`src/rtl/mmio_uart_tx.sv`:
```
// mmio_uart_tx
// Memory-mapped UART transmitter that sits in the processor's dmem path.
// Address 12'hFFF (TXDATA) pushes a byte into a small TX FIFO. Address 12'hFFE (STATUS)
// returns a registered status word. Every other address passes straight through to the dmem RAM.
//
// Parameters:
//   CLKS_PER_BIT  clock cycles per serial bit (2..65535)
//   FIFO_DEPTH    TX FIFO entries (power of two, >= 2)
// Ports:
//   clock         single clock; all state changes on its rising edge
//   reset         synchronous, active-high
//   address_dmem  processor dmem address
//   data          processor dmem write data (bits [7:0] carry the TX byte)
//   wren          processor dmem write enable
//   q_dmem_ram    read data from the synchronous dmem RAM
//   wren_ram      write enable to the RAM, suppressed for the two UART addresses
//   q_dmem        read data returned to the processor (status snapshot or RAM data)
//   uart_tx       registered serial output, idle high
//   tx_busy       high while the FIFO holds data or a frame is being sent
// Status word layout:
//   bit0  full
//   bit1  empty
//   bit2  serializer active
//   bit3  sticky overflow
//   [7:4] FIFO count
module mmio_uart_tx #(
    parameter int CLKS_PER_BIT = 16,
    parameter int FIFO_DEPTH   = 4
) (
    input  logic        clock,
    input  logic        reset,
    input  logic [11:0] address_dmem,
    input  logic [31:0] data,
    input  logic        wren,
    input  logic [31:0] q_dmem_ram,
    output logic        wren_ram,
    output logic [31:0] q_dmem,
    output logic        uart_tx,
    output logic        tx_busy
);

    localparam int PTR_W = (FIFO_DEPTH > 1) ? $clog2(FIFO_DEPTH) : 1;
    localparam int CNT_W = $clog2(FIFO_DEPTH + 1);
    localparam logic [CNT_W-1:0] CNT_FULL = CNT_W'(FIFO_DEPTH);
    localparam logic [CNT_W-1:0] CNT_ZERO = CNT_W'(0);
    localparam logic [CNT_W-1:0] CNT_ONE  = CNT_W'(1);
    localparam logic [PTR_W-1:0] PTR_ONE  = PTR_W'(1);
    localparam logic [15:0]      BIT_LAST = 16'(CLKS_PER_BIT - 1);

    typedef enum logic [1:0] {
        ST_IDLE  = 2'd0,
        ST_START = 2'd1,
        ST_DATA  = 2'd2,
        ST_STOP  = 2'd3
    } tx_state_t;

    // Address decode and bus-side controls
    logic             addr_txdata_s;
    logic             addr_status_s;
    logic             push_s;
    logic             ovf_set_s;
    logic             ovf_clr_s;
    logic             unused_data_s;

    // FIFO
    logic [7:0]       fifo_mem_r [FIFO_DEPTH];
    logic [PTR_W-1:0] wr_ptr_r;
    logic [PTR_W-1:0] rd_ptr_r;
    logic [CNT_W-1:0] count_r;
    logic [CNT_W-1:0] count_next_s;
    logic             full_s;
    logic             empty_s;
    logic             pop_s;

    // Status readback
    logic             overflow_r;
    logic             sel_status_r;
    logic [31:0]      snapshot_r;
    logic [31:0]      status_s;

    // Serializer
    tx_state_t        state_r;
    tx_state_t        state_next_s;
    logic [15:0]      bit_cnt_r;
    logic [2:0]       bit_idx_r;
    logic [7:0]       shift_r;
    logic             bit_end_s;
    logic             tx_next_s;
    logic             busy_next_s;
    logic             uart_tx_r;
    logic             tx_busy_r;

    assign addr_txdata_s = (address_dmem == 12'hFFF);
    assign addr_status_s = (address_dmem == 12'hFFE);
    assign full_s        = (count_r == CNT_FULL);
    assign empty_s       = (count_r == CNT_ZERO);
    // A full FIFO rejects the write even if the serializer pops on the same edge.
    assign push_s        = wren & addr_txdata_s & ~full_s;
    assign ovf_set_s     = wren & addr_txdata_s & full_s;
    assign ovf_clr_s     = wren & addr_status_s;
    assign wren_ram      = wren & ~addr_txdata_s & ~addr_status_s;
    assign bit_end_s     = (bit_cnt_r == BIT_LAST);
    // Only the low byte of the write data is transmitted.
    assign unused_data_s = ^data[31:8];

    assign status_s = ((32'(count_r) << 4) & 32'h0000_00F0)
                    | {28'h000_0000, overflow_r, (state_r != ST_IDLE), empty_s, full_s};

    assign q_dmem  = sel_status_r ? snapshot_r : q_dmem_ram;
    assign uart_tx = uart_tx_r;
    assign tx_busy = tx_busy_r;

    // FIFO count update for the push/pop combination of this cycle
    always_comb begin
        count_next_s = count_r;
        if (push_s && !pop_s) begin
            count_next_s = count_r + CNT_ONE;
        end else if (pop_s && !push_s) begin
            count_next_s = count_r - CNT_ONE;
        end else begin
            count_next_s = count_r;
        end
    end

    // FIFO storage; contents need no reset because the pointers define validity
    always_ff @(posedge clock) begin
        if (push_s) begin
            fifo_mem_r[wr_ptr_r] <= data[7:0];
        end
    end

    // FIFO pointers, count, sticky overflow and the status readback registers
    always_ff @(posedge clock) begin
        if (reset) begin
            wr_ptr_r     <= '0;
            rd_ptr_r     <= '0;
            count_r      <= CNT_ZERO;
            overflow_r   <= 1'b0;
            sel_status_r <= 1'b0;
            snapshot_r   <= 32'h0000_0000;
        end else begin
            if (push_s) begin
                wr_ptr_r <= wr_ptr_r + PTR_ONE;
            end
            if (pop_s) begin
                rd_ptr_r <= rd_ptr_r + PTR_ONE;
            end
            count_r <= count_next_s;
            // Set wins over a same-edge clear.
            if (ovf_set_s) begin
                overflow_r <= 1'b1;
            end else if (ovf_clr_s) begin
                overflow_r <= 1'b0;
            end
            sel_status_r <= addr_status_s;
            snapshot_r   <= status_s;
        end
    end

    // Serializer state register
    always_ff @(posedge clock) begin
        if (reset) begin
            state_r <= ST_IDLE;
        end else begin
            state_r <= state_next_s;
        end
    end

    // Serializer next-state logic; the pop happens on the edge that enters START
    always_comb begin
        state_next_s = state_r;
        pop_s        = 1'b0;
        case (state_r)
            ST_IDLE: begin
                if (!empty_s) begin
                    pop_s        = 1'b1;
                    state_next_s = ST_START;
                end else begin
                    state_next_s = ST_IDLE;
                end
            end
            ST_START: begin
                if (bit_end_s) begin
                    state_next_s = ST_DATA;
                end else begin
                    state_next_s = ST_START;
                end
            end
            ST_DATA: begin
                if (bit_end_s && (bit_idx_r == 3'd7)) begin
                    state_next_s = ST_STOP;
                end else begin
                    state_next_s = ST_DATA;
                end
            end
            ST_STOP: begin
                // Chain straight into the next start bit when more data is queued.
                if (bit_end_s && !empty_s) begin
                    pop_s        = 1'b1;
                    state_next_s = ST_START;
                end else if (bit_end_s) begin
                    state_next_s = ST_IDLE;
                end else begin
                    state_next_s = ST_STOP;
                end
            end
            default: begin
                state_next_s = ST_IDLE;
            end
        endcase
    end

    // Serializer outputs, computed one edge early so uart_tx and tx_busy are flop outputs
    always_comb begin
        tx_next_s   = 1'b1;
        busy_next_s = (state_next_s != ST_IDLE) || (count_next_s != CNT_ZERO);
        case (state_next_s)
            ST_IDLE:  tx_next_s = 1'b1;
            ST_START: tx_next_s = 1'b0;
            ST_DATA: begin
                // shift_r[0] is the current bit; at a bit boundary inside DATA the next bit is shift_r[1].
                if ((state_r == ST_DATA) && bit_end_s) begin
                    tx_next_s = shift_r[1];
                end else begin
                    tx_next_s = shift_r[0];
                end
            end
            ST_STOP:  tx_next_s = 1'b1;
            default:  tx_next_s = 1'b1;
        endcase
    end

    // Serializer datapath: bit timing, bit index, shift register and registered outputs
    always_ff @(posedge clock) begin
        if (reset) begin
            bit_cnt_r <= 16'd0;
            bit_idx_r <= 3'd0;
            shift_r   <= 8'h00;
            uart_tx_r <= 1'b1;
            tx_busy_r <= 1'b0;
        end else begin
            if ((state_r == ST_IDLE) || bit_end_s) begin
                bit_cnt_r <= 16'd0;
            end else begin
                bit_cnt_r <= bit_cnt_r + 16'd1;
            end
            if (state_r != ST_DATA) begin
                bit_idx_r <= 3'd0;
            end else if (bit_end_s) begin
                bit_idx_r <= bit_idx_r + 3'd1;
            end
            if (pop_s) begin
                shift_r <= fifo_mem_r[rd_ptr_r];
            end else if ((state_r == ST_DATA) && bit_end_s) begin
                shift_r <= {1'b0, shift_r[7:1]};
            end
            uart_tx_r <= tx_next_s;
            tx_busy_r <= busy_next_s;
        end
    end

endmodule
```
`config.mk`:
```
export PLATFORM = sky130hd
export DESIGN_NAME = mmio_uart_tx
export DESIGN_NICKNAME = d
export VERILOG_FILES = /design/src/rtl/mmio_uart_tx.sv
export SDC_FILE = /design/constraint.sdc
export NUM_CORES = 1
export LEC_CHECK = 0
export CORE_UTILIZATION = 35
export DETAILED_ROUTE_END_ITERATION = 10
export PLACE_DENSITY_LB_ADDON = 0.15
export SLEW_MARGIN = 20
export SYNTH_ARGS = -nofsm -noshare
export SYNTH_HDL_FRONTEND = slang
export SYNTH_SLANG_ARGS = --single-unit
```
`constraint.sdc`:
```
create_clock -name clock -period 6.6 [get_ports clock]
set_input_delay 0.66 -clock clock [delete_from_list [all_inputs] [get_ports clock]]
set_output_delay 0.66 -clock clock [all_outputs]
set_load 0.05 [all_outputs]
```
# Word level (Yosys, flattened, before mapping)
# Memory sizes are Yosys's and may differ from the RTL's. A register that Yosys moved wholly into a read port is not among the register bits.
# Cells that the tools add are included.
classes:
  add_sub_neg: 6
  n_mul: 0
  n_div: 0
  order_cmp: 0
  eq_ne: 12
  shifts: 0
  n_mux: 22
  bitwise: 10
  reduce_logical: 21
ops:
  columns: ["cell", "n"]
  rows:
  - ["$mux 32", 1]
  - ["$eq 12x12->1 const B", 2]
  - ["$add 16x1->16 const B", 1]
  - ["$eq 16x4->1 const B", 1]
  - ["$mux 8", 2]
  - ["$mux 2", 5]
  - ["$mux 1", 9]
  - ["$eq 2x2->1 const B", 4]
  - ["$pmux 2 s4", 1]
  - ["$reduce_bool 2->1", 4]
  - ["$or 7x4->7", 1]
  - ["$add 3x1->3 const B", 2]
  - ["$and 1x1->1", 6]
  - ["$eq 3x3->1 const B", 2]
  - ["$mux 3", 2]
  - ["$reduce_or 2->1", 3]
  - ["$logic_and 1x1->1", 5]
  - ["$add 2x1->2 const B", 2]
  - ["$eq 2x1->1 const B", 2]
  - ["$logic_not 2->1", 2]
  - ["$logic_not 1->1", 3]
  - ["$logic_not 3->1", 1]
  - ["$not 1->1", 3]
  - ["$pmux 1 s3", 1]
  - ["other kinds (5)", 6]
totals:
  register_bits: 72
  latchBits: 0
  mem_bits_rw: 32
  mem_bits_ro: 0
  input_bits: 79
  output_inout_bits: 35
  elab_cells: 84
  mem_count: 1
memory_table:
  columns: ["memory", "words", "width", "read_ports", "rd_ports_with_merged_regs", "wr", "line_no", "rtl"]
  rows:
  - ["fifo_mem_r", 4, 8, 1, 1, 1, "66", "logic [7:0] fifo_mem_r [FIFO_DEPTH];"]

# Longest topological paths before layout
logic_depth:
  ltp_word: 10
  ltp_mapped: 10
  mapped_depth_nobuf: 9

# Worst setup path before layout
# Ideal clock, no wire load.
synth_timing:
  path_kind: "input to output"
  startpoint: "input address_dmem[7]"
  endpoint: "output wren_ram"
  t_arrival_ns: 1.546
  t_required_ns: 5.940
  setup_slack_ns: 4.394
  path_stages: 3
  n_path_buf: 0
  cell_sequence: "nand4_1 -> or3_1 -> and2_1"
synth_between:
  elab_chain_cells: 4
  elab_cells_between_ends: 6
  classes_between: "eq/ne (2); bitwise (4)"
synth_rtl:
  columns: ["element", "line_no", "rtl"]
  rows:
  - ["start: declaration", "32", "input logic [11:0] address_dmem,"]
  - ["$eq 12x12->1", "93", "assign addr_txdata_s = (address_dmem == 12'hFFF);"]
  - ["$not 1->1", "101", "assign wren_ram = wren & ~addr_txdata_s & ~addr_status_s;"]
  - ["$and 1x1->1", "101", null]
  - ["$and 1x1->1 *", "101", null]
  - ["end: declaration", "36", "output logic wren_ram,"]
# Mark *: on every way between the ends. The rest lies on a longest branch, timed or not.

# Final worst setup path
# Ends and elaborated chain as after synthesis.

==> reports/results.ini <==
[die]
pin_count=114
rows=36
placeableCoreArea_sq_mm=0.00995
die_y_microns=104
die_x_microns=104
die_area_sq_mm=0.0109
initial_core_util_pct=36.8

[global_routing]
grt_usage_pct=14.2
grt_first_pass_wirelength_microns=12100
grt_overflow_total=0
grt_max_degree=33
antenna_found_initial=0
grt_pass1_vias=2437

[sta]
max_slew_margin_pct=60.9
fin_ws_ns=3.35
slew_viol_final=0
setup_viol=0
finalHoldViolations=0
fin_crit_ns=3.25
setup_tns_ns=0
fin_crit_sh_pct=49.3
max_freq_mhz=308
rsz0062_at_grt=no
fin_skew_ns=0.0143
tightest_slew_ns=0.584

[route]
wirelength_microns=7430
ant_nets=0
first_pass_iters=4
drc=0
num_vias=2575
drt_iter0_drc=53
wl_per_cell_microns=13.5
vias_per_cell=4.69

[cells_and_area]
layout_common_cells=clkdlybuf4s50_1, dfxtp_1, nor2_1, edfxtp_1, nor2b_1
nNetsFinal=508
diodes=0
area_growth_pct=32.9
layout-drive-gt1-share_pct=9.38
final_common_cell=clkdlybuf4s50_1

[logic_synthesis]
ys_types=41
synth_edf_count=32
synthMuxAreaShare_pct=10.5
yosysSeqAreaShare_pct=53.0
synth_warnings=0
syn_avg_cell_area_sq_um=11.4
synthArstFlopShare_pct=0
synth_seq_cells=81
synth-simple-area-share_pct=17.0
synth_fa_ha_area_share_pct=6.15
syn_nets=419
syn_area_sq_mm=0.00366
syn_inst=322
ys.flop_type=dfxtp_1
synthXorXnorAreaFrac_pct=4.30
synth_top_family_by_area=simple AND/OR/NAND/NOR gates
synth-compound-area-share_pct=6.18

[worst_setup_path]
cp-end-kind=output pin
crit_required_ns=5.94
cp_data_arrival_time_ns=2.59
path_max_fanout=5
crit_type=in -> out
cp-start-kind=primary input

[clocking]
cts_max_level=3
clk_pin_slew_ns=0.08
ctsHoldBuffers=0
cts_resized=0
cts_tree=done
numCtsBuffers=9
clk_latency_ns=0.36
post_cts_buffers=0
root_buffer=clkbuf_8
cts.sinks=81
clockBufferDepth=2

[placed_design]
post-place-ws_ns=3.35
port_buffers=89
gp_congestion=0.705
hpwl_microns=5380

[job]
cap_violations=0

[power_and_ir_drop]
ir_worst_vdd_v=0.000139
powerDensity_mw_per_mm2=272
p_leak_nw=1.77

[run_status]
status=finished, final reports clean

[worst_hold_path]
holdCritPathClass=reg -> reg

[sequential cells by signal, summed over array words and instances (netlist names), named ones only]
name / count
shift_r: 8
count_r: 3
tx_busy: 1
snapshot_r: 7
overflow_r: 1
rd_ptr_r: 2
wr_ptr_r: 2
sel_status_r: 1
uart_tx: 1
state_r: 2
bit_idx_r: 3
fifo_mem_r: 32
bit_cnt_r: 16
[stage by stage]
stage	hold slack [ns]	total power [mW]	instances	area [sq um]	util, %
after CTS	0.460	1.34	549	4860	48.9
final	0.450	1.32	549	4870	48.9
after global placement	0.430	0.982	533	4670	46.9
after floorplan	0.418	0.873	322	3660	-
after detailed placement	0.443	0.989	533	4670	46.9
after global routing	0.491	1.40	549	4870	48.9
[layout make-up]
class	count	area, sq um
clock buffers	10	149
clock inverters	6	46.3
fillers	888	5090
inverters	12	45.0
multi-input cells	217	1620
flip-flops and latches	81	1940
well taps	133	166
repair buffers	90	898
[logic make-up after synthesis]
| kind of cell | Yosys count |
|---|---|
| AOI/OAI and AO/OA | 33 |
| xor gates and xnor gates | 18 |
| adders and majority gates | 18 |
| buffers and inverters | 24 |
| DFF | 81 |
| muxes | 27 |
| and+or+nand+nor | 121 |
[report_power, final]
group          internal (mW)  leakage [nW]  switching (mW)  total (mW)
Sequential             0.568         0.687          0.0349       0.603
Combinational          0.169         0.986           0.200       0.369
Clock                  0.163        0.0948           0.189       0.351
[cells in the mapped netlist (all sizes together) (2+ instances only)]
| cell type | n | share of area [%] |
|---|---|---|
| a21oi | 12 | 1.6 |
| nand2 | 14 | 1.4 |
| nor4 | 4 | 1.0 |
| and2 | 6 | 1.0 |
| ha | 18 | 6.1 |
| and3 | 5 | 0.85 |
| nor3 | 4 | 0.55 |
| nand3 | 10 | 1.4 |
| nand3b | 2 | 0.41 |
| xnor2 | 11 | 2.6 |
| inv | 12 | 1.2 |
| nor2b | 27 | 4.6 |
| mux2i | 11 | 3.0 |
| o311ai | 2 | 0.48 |
| a211oi | 6 | 1.2 |
| nand4 | 3 | 0.51 |
| dfxtp | 49 | 27 |
| mux2 | 8 | 2.6 |
| clkbuf | 8 | 0.82 |
| nor2 | 38 | 3.9 |
| nand2b | 2 | 0.34 |
| o21ai | 6 | 0.92 |
| or3 | 5 | 0.85 |
| buf | 4 | 0.75 |
| mux4 | 8 | 4.9 |
| xor2 | 7 | 1.7 |
| edfxtp | 32 | 26 |
[critical path, cell delays in order]
cell and delay (ns):
clkdlybuf4s50_1 0.46, nand4_1 0.13, or3_1 0.46, and2_1 0.19, clkdlybuf4s50_1 0.69
[final timing paths]
check | slack, ns | cells past startpoint | startpoint | endpoint
hold / removal | 0.45 | 1 | bit_cnt_r[0] | bit_cnt_r[0]
setup / recovery | 3.35 | 5 | address_dmem[7] | wren_ram
hold reg to reg | 0.45 | 1 | bit_cnt_r[0] | bit_cnt_r[0]
setup reg to reg | 3.76 | 9 | bit_cnt_r[0] | uart_tx
[metal layers]
metal	up-vias	track usage [%]	routed length, microns
li1	1306	-	-
met1	1200	17.1	3360
met2	61	24.0	3690
met3	8	3.45	298
met4	0	6.12	83
met5	-	0	0
(Power assumes the default switching activity.)
